$ cat config.mk
export PLATFORM = sky130hd
export DESIGN_NAME = ccd_readout_sequencer
export DESIGN_NICKNAME = d
export VERILOG_FILES = /design/src/rtl/ccd_readout_sequencer.sv
export SDC_FILE = /design/constraint.sdc
export NUM_CORES = 1
export LEC_CHECK = 0
export CORE_ASPECT_RATIO = 1.2
export CORE_UTILIZATION = 35
export CTS_CLUSTER_DIAMETER = 100
export DETAILED_ROUTE_END_ITERATION = 10
export PLACE_DENSITY_LB_ADDON = 0.1
export SYNTH_ARGS = -nofsm -noshare
export SYNTH_HDL_FRONTEND = slang
export SYNTH_SLANG_ARGS = --single-unit
$ cat constraint.sdc
create_clock -name clk -period 3.1 [get_ports clk]
set_input_delay 0.31 -clock clk [delete_from_list [all_inputs] [get_ports clk]]
set_output_delay 0.31 -clock clk [all_outputs]
set_load 0.05 [all_outputs]
$ cat src/rtl/ccd_readout_sequencer.sv
// Frame sequencer for the line-sensor path: trigger edge detect, shift-gate pulse,
// programmable exposure, then N pixel clocks with a per-pixel capture strobe.
module ccd_readout_sequencer #(
    parameter int unsigned CLK_DIV  = 2,
    parameter int unsigned N_PIXELS = 8,
    parameter int unsigned SH_WIDTH = 3
) (
    input  logic        clk,
    input  logic        rst,
    input  logic        trig_in,
    input  logic        enable,
    input  logic [15:0] exp_time,
    output logic        sh_out,
    output logic        ccd_clk,
    output logic        pix_valid,
    output logic [11:0] pix_index,
    output logic        busy,
    output logic        frame_done,
    output logic [7:0]  overrun_cnt
);

    typedef enum logic [2:0] {
        StIdle,
        StSh,
        StExpose,
        StRead,
        StDone
    } state_t;

    localparam logic [31:0] ShLast  = 32'(SH_WIDTH - 1);
    localparam logic [31:0] PhLast  = 32'(2 * CLK_DIV - 1);
    localparam logic [31:0] PhHigh  = 32'(CLK_DIV);
    localparam logic [11:0] PixLast = 12'(N_PIXELS - 1);

    state_t      state_q, state_d;
    logic [1:0]  trg_q, trg_d;
    logic [31:0] cnt_q, cnt_d;   // cycle counter for SH and EXPOSE
    logic [31:0] ph_q, ph_d;     // phase within the current pixel
    logic [11:0] pix_q, pix_d;
    logic [15:0] exp_q, exp_d;   // latched exposure, already clamped to >= 1
    logic [7:0]  ovr_q, ovr_d;
    logic        start;

    // Trigger edge: previous sample low, current sample high.
    assign start = (trg_q == 2'b01);

    // State and counter registers; reset also discards any frame in progress.
    always_ff @(posedge clk or posedge rst) begin
        if (rst) begin
            state_q <= StIdle;
            trg_q   <= 2'b11;
            cnt_q   <= '0;
            ph_q    <= '0;
            pix_q   <= '0;
            exp_q   <= '0;
            ovr_q   <= '0;
        end else begin
            state_q <= state_d;
            trg_q   <= trg_d;
            cnt_q   <= cnt_d;
            ph_q    <= ph_d;
            pix_q   <= pix_d;
            exp_q   <= exp_d;
            ovr_q   <= ovr_d;
        end
    end

    // Next-state logic for the frame FSM, synchronizer and overrun counter.
    always_comb begin
        state_d = state_q;
        trg_d   = {trg_q[0], trig_in};
        cnt_d   = cnt_q;
        ph_d    = ph_q;
        pix_d   = pix_q;
        exp_d   = exp_q;
        ovr_d   = ovr_q;

        // Any start outside IDLE is dropped and counted, saturating.
        if (start && (state_q != StIdle) && (ovr_q != 8'hff)) begin
            ovr_d = ovr_q + 8'd1;
        end

        case (state_q)
            StIdle: begin
                if (start && enable) begin
                    state_d = StSh;
                    cnt_d   = '0;
                    exp_d   = (exp_time == 16'd0) ? 16'd1 : exp_time;
                end
            end
            StSh: begin
                if (cnt_q == ShLast) begin
                    state_d = StExpose;
                    cnt_d   = '0;
                end else begin
                    cnt_d = cnt_q + 32'd1;
                end
            end
            StExpose: begin
                if (cnt_q == ({16'd0, exp_q} - 32'd1)) begin
                    state_d = StRead;
                    cnt_d   = '0;
                    ph_d    = '0;
                    pix_d   = '0;
                end else begin
                    cnt_d = cnt_q + 32'd1;
                end
            end
            StRead: begin
                if (ph_q == PhLast) begin
                    ph_d = '0;
                    if (pix_q == PixLast) begin
                        state_d = StDone;
                        pix_d   = '0;
                    end else begin
                        pix_d = pix_q + 12'd1;
                    end
                end else begin
                    ph_d = ph_q + 32'd1;
                end
            end
            StDone: begin
                state_d = StIdle;
                pix_d   = '0;
            end
            default: begin
                state_d = StIdle;
            end
        endcase
    end

    // Outputs are pure decodes of registered state, so no input reaches an output.
    always_comb begin
        sh_out      = (state_q == StSh);
        ccd_clk     = (state_q == StRead) && (ph_q >= PhHigh);
        pix_valid   = (state_q == StRead) && (ph_q == PhLast);
        pix_index   = pix_q;
        busy        = (state_q != StIdle);
        frame_done  = (state_q == StDone);
        overrun_cnt = ovr_q;
    end

endmodule

======== After elaboration in Yosys (flattened, before gate mapping) ========
Index checks and enable logic that the tools add are counted.
word-level totals
  register bits ........................... 105
  bits of input ports ..................... 20
  output and inout port bits .............. 25
  word-level logic and storage cells ...... 62
operators by class
  add/sub/neg operators ................... 5
  magnitude comparators ................... 1
  equality and inequality tests ........... 15
  muxes and demuxes ....................... 18
  reduce and logical (&&, ||, !) cells .... 16
operator list
  cell                                                  count
  2-to-1 mux 32 bit                                     5
  case mux 32 bit (3 select lines)                      1
  adder 32 x 1 -> 32 bit, second input constant         2
  == test 32 x 2 -> 1 bit, second input constant        2
  case mux 32 bit (2 select lines)                      1
  2-to-1 mux 12 bit                                     3
  case mux 12 bit (3 select lines)                      1
  == test 32 bit                                        1
  >= comparator 32 x 2 -> 1 bit, second input constant  1
  subtractor 16 x 1 -> 17 bit, second input constant    1
  zero test 16 bit                                      1
  2-to-1 mux 16 bit                                     1
  2-to-1 mux 3 bit                                      5
  adder 12 x 1 -> 12 bit, second input constant         1
  == test 12 x 3 -> 1 bit, second input constant        1
  case mux 3 bit (4 select lines)                       1
  nonzero test 3 bit                                    3
  adder 8 x 1 -> 8 bit, second input constant           1
  inequality test 2 bit, second input constant          4
  inequality test 8 bit, second input constant          1
  == test 3 x 2 -> 1 bit, second input constant         2
  AND reduction 2 bit                                   3
  logical AND 1 bit                                     5
  AND reduction 5 bit                                   1
  7 further kinds                                       7

======== Logic depth before layout (Yosys ltp) ========
  word-level depth ........................ 4
  depth in mapped cells ................... 13
  gate-level depth less buffers ........... 10

======== Worst setup path before layout ========
No wires, ideal clock.
  path kind ............................... reg2reg
  start point ............................. register exp_q[0]
  end point ............................... register pix_q[9], in the netlist pix_index[9]
  arrival ................................. 3045 ps
  required time ........................... 3022 ps
  slack ................................... -23 ps
  stages on the path, launching flop included .. 12
  period minus slack after synthesis ...... 3123 ps
  cells stage by stage .................... dfrtp_1 > buf_2 > inv_1 > ha_1 > or3b_1 > or3_1 > a22oi_1 > nand4_1 > a2111oi_4 > a31oi_2 > or4_1 > a21oi_1
between the ends
  word-level cells in the longest chain between the ends .. 4
RTL lines
  element                                 RTL line  RTL
  start: declaration                      40        logic [15:0] exp_q, exp_d;
  start signal: assignment                63        exp_q <= exp_d;
  subtractor 16 x 1 -> 17 bit             100       if (cnt_q == ({16'd0, exp_q} - 32'd1)) begin
  == test 32 bit                          100
  inequality test 2 bit (no source line)  -
  AND reduction 3 bit (no source line)    -
  end signal: assignment                  62        pix_q <= pix_d;
  end: declaration                        39        logic [11:0] pix_q, pix_d;
Every way passes these cells.
A chain may end at the register's enable or synchronous reset.

======== Final worst setup path ========
  start point ............................. register exp_q[1]
  end point ............................... register cnt_q[5]
between the ends
  word-level cells in the longest chain between the ends .. 4
RTL lines
  element                           RTL line  RTL
  subtractor 16 x 1 -> 17 bit       100
  == test 32 bit                    100
  2-to-1 mux 32 bit                 100
  case mux 32 bit (3 select lines)  83        case (state_q)
  end signal: assignment            60        cnt_q <= cnt_d;
  end: declaration                  37        logic [31:0] cnt_q, cnt_d;
Every way passes these cells.

==> impl_metrics.json <==
{
  "status": "completed",
  "pin_count": 45,
  "core_mm2": 0.0170,
  "yosys-top-cells-count": "dfrtp_1 (103), nand2_1 (76), o21ai_0 (75)",
  "cp-endpoint": "cnt_q[5]",
  "slew_headroom_pct": 42.3,
  "grt_max_degree": 41,
  "dp_hpwl_mm": 11.0,
  "ys_seq_area_share_pct": 43.0,
  "critPathCaptureType": "register",
  "rows": 52,
  "fin_util_pct": 44.8,
  "reg2reg_setup_slack_ns": 0.05,
  "power_density_mw_per_mm2": 382,
  "die_area_mm2": 0.0180,
  "r2r-end": "cnt_q[5]",
  "antenna_found_initial": 0,
  "slew_violations": 0,
  "worstMarginPinSlew_ns": 0.866,
  "rr_worst_depth": 13,
  "p_leak_uw": 0.00321,
  "yosysTopAreaCell": "dfrtp_1",
  "rsz0062_at_grt": "yes",
  "drc": 0,
  "grt_pass1_vias": 5367,
  "portBuffers": 44,
  "hold_viol": 0,
  "grt_usage_pct": 18.2,
  "period_needed_ns": 3.05,
  "grt_first_pass_wirelength_mm": 26.6,
  "cts_buffers": 9,
  "die_w_um": 123,
  "clk_latency_ns": 0.35,
  "drive_above_1_share_pct": 14.1,
  "vias": 5481,
  "ir_worst_vdd_v": 0.000346,
  "yosys_warnings": 0,
  "n_antenna_cell": 0,
  "crit_fanout": 7,
  "synth_cell_types": 55,
  "clk_path_buf_depth": 2,
  "async_flop_share_pct": 100,
  "fin_skew_ns": 0.0113,
  "cts-root-buf": "clkbuf_16",
  "htree_levels": 3,
  "worstPathRequired_ns": 3.36,
  "viasPerCell": 5.55,
  "synth.cell_area_mm2": 0.00612,
  "setup_viol": 0,
  "cts.sinks": 105,
  "die_h_um": 147,
  "fmax_mhz": 328,
  "routabilityCongestion": 0.872,
  "ant_nets": 0,
  "synth_most_common_cell": "dfrtp_1",
  "ys_top_cells_by_area": "dfrtp_1 (42%), o21ai_0 (6.1%), nand2_1 (4.7%), xnor2_1 (3.0%), a31oi_1 (2.9%)",
  "clk_pin_slew_ns": 0.07,
  "worst_ep_arrival_time_ns": 3.31,
  "initialDrtViolationCount": 286,
  "start_util_pct": 36.0,
  "critical_path_class": "register to register",
  "grt-ovfl-total": 0,
  "synth_ff_type": "dfrtp_1",
  "syn-num-nets": 723,
  "synth_edf_count": 0,
  "crit_path_start": "exp_q[1]",
  "drt_pass1_iterations": 5,
  "syn_inst": 696,
  "nNetsFinal": 793,
  "synth_seq_cells": 105,
  "wirelength_mm": 15.8,
  "rr_startpoint": "exp_q[1]",
  "syn2layout_area_growth_pct": 24.4,
  "syn_area_per_cell_um2": 8.79,
  "drt-wirelength-per-cell_um": 16.0,
  "cts_hold_buffers": 0,
  "period_share_pct": 98.3,
  "crit_path_start_kind": "register",
  "synth_top_area_share_pct": 42.1,
  "p_total_uw": 2910,
  "cap_violations": 0,
  "cts_tree": "yes",
  "hold_path_class": "input port to asynchronous set/reset pin"
}
==> how the worst min path moves through the flow <==
stage	start	endpoint	slack [ns]
finish	rst	cnt_q[24]	0.33
CTS	rst	cnt_q[27]	0.35
detailed placement	trg_q[0]	trg_q[1]	0.36
global route	rst	cnt_q[27]	0.37
global placement	trg_q[0]	trg_q[1]	0.36
floorplan	trig_in	trg_q[0]	0.31
==> cell type report <==
cell class | instances | area (um^2)
Fill cell | 1684 | 9370
Sequential cell | 105 | 2630
Clock inverter | 6 | 51.3
Timing Repair Buffer | 92 | 932
Multi-Input combinational cell | 548 | 3450
Tap cell | 216 | 270
Clock buffer | 10 | 239
Inverter | 10 | 40.0
==> sequential cells by signal, summed over array words and instances (netlist names) <==
signal / cells
overrun_cnt: 8
exp_q: 16
ph_q: 32
pix_index: 12
state_q: 3
trg_q: 2
cnt_q: 32
==> repair_timing <==
item / in CTS / in global routing
gates resized for setup: 15 / 19
setup endpoints to repair: 49 / 63
gates cloned: 2 / 1
pin swaps: 17 / 6
buffers inserted: 4 / 1
==> metrics by stage <==
step / TNS [ns] / instances / cell area [um^2] / hold WS [ns] / worst slack [ns]
after floorplan: 0 / 696 / 6130 / 0.314 / 0.0143
after global placement: -0.0222 / 963 / 7080 / 0.363 / -0.0222
after detailed placement: -2.09 / 963 / 7080 / 0.365 / -0.146
after CTS: -0.00239 / 985 / 7520 / 0.346 / -0.00177
after global routing: -0.909 / 987 / 7610 / 0.365 / -0.0691
final: 0 / 987 / 7610 / 0.334 / 0.0540
==> worst max-delay path, stage by stage (launching register included) <==
cell and delay [ns]:
dfrtp_1 0.40, inv_2 0.09, ha_4 0.13, or3b_4 0.41
or4_1 0.51, and3b_1 0.20, o21ai_2 0.16, a2111oi_4 0.10
buf_4 0.17, o21ai_4 0.31, buf_12 0.16, clkbuf_16 0.14
nand2b_1 0.05, a31oi_1 0.14
==> layer usage <==
| layer | vias up | wire [um] | track usage (%) |
|---|---|---|---|
| met4 | 0 | 280 | 6.10 |
| li1 | 2720 | - | - |
| met2 | 59 | 7820 | 30.1 |
| met5 | - | 0 | 0 |
| met3 | 16 | 315 | 2.14 |
| met1 | 2686 | 7350 | 24.4 |
==> where the power goes <==
group | switching [uW] | leakage, uW | internal (uW)
Combinational | 205 | 0.00175 | 119
Sequential | 49.5 | 0.00131 | 1410
Clock | 547 | 0.000139 | 576
==> cells by family after synthesis <==
kind of cell / Yosys count / share of synthesized area [%]
xor gates and xnor gates: 37 / 5.30
buffers and inverters: 43 / 2.76
DFF: 105 / 43.0
adders and majority gates: 7 / 1.43
and+or+nand+nor: 305 / 26.3
AOI/OAI and AO/OA: 182 / 18.2
muxes: 17 / 3.07
==> layout by cell type (no fill, tap or decap), types with 7 or more instances in the layout <==
master,count
buf_4,39
clkdlybuf4s50_1,43
xor2_1,16
and4_1,9
nor3_1,17
clkbuf_16,11
a21oi_1,28
nor2_1,46
inv_1,7
a22o_1,7
nand4_1,20
or3_1,7
nand3_1,29
a31oi_1,28
o21ai_0,68
xnor2_1,21
o31ai_1,9
nand2b_1,15
mux2_2,14
and3_1,26
and2_1,10
nor4_1,24
nand2_1,74
dfrtp_1,102
Power figures use the tool's default switching activity.
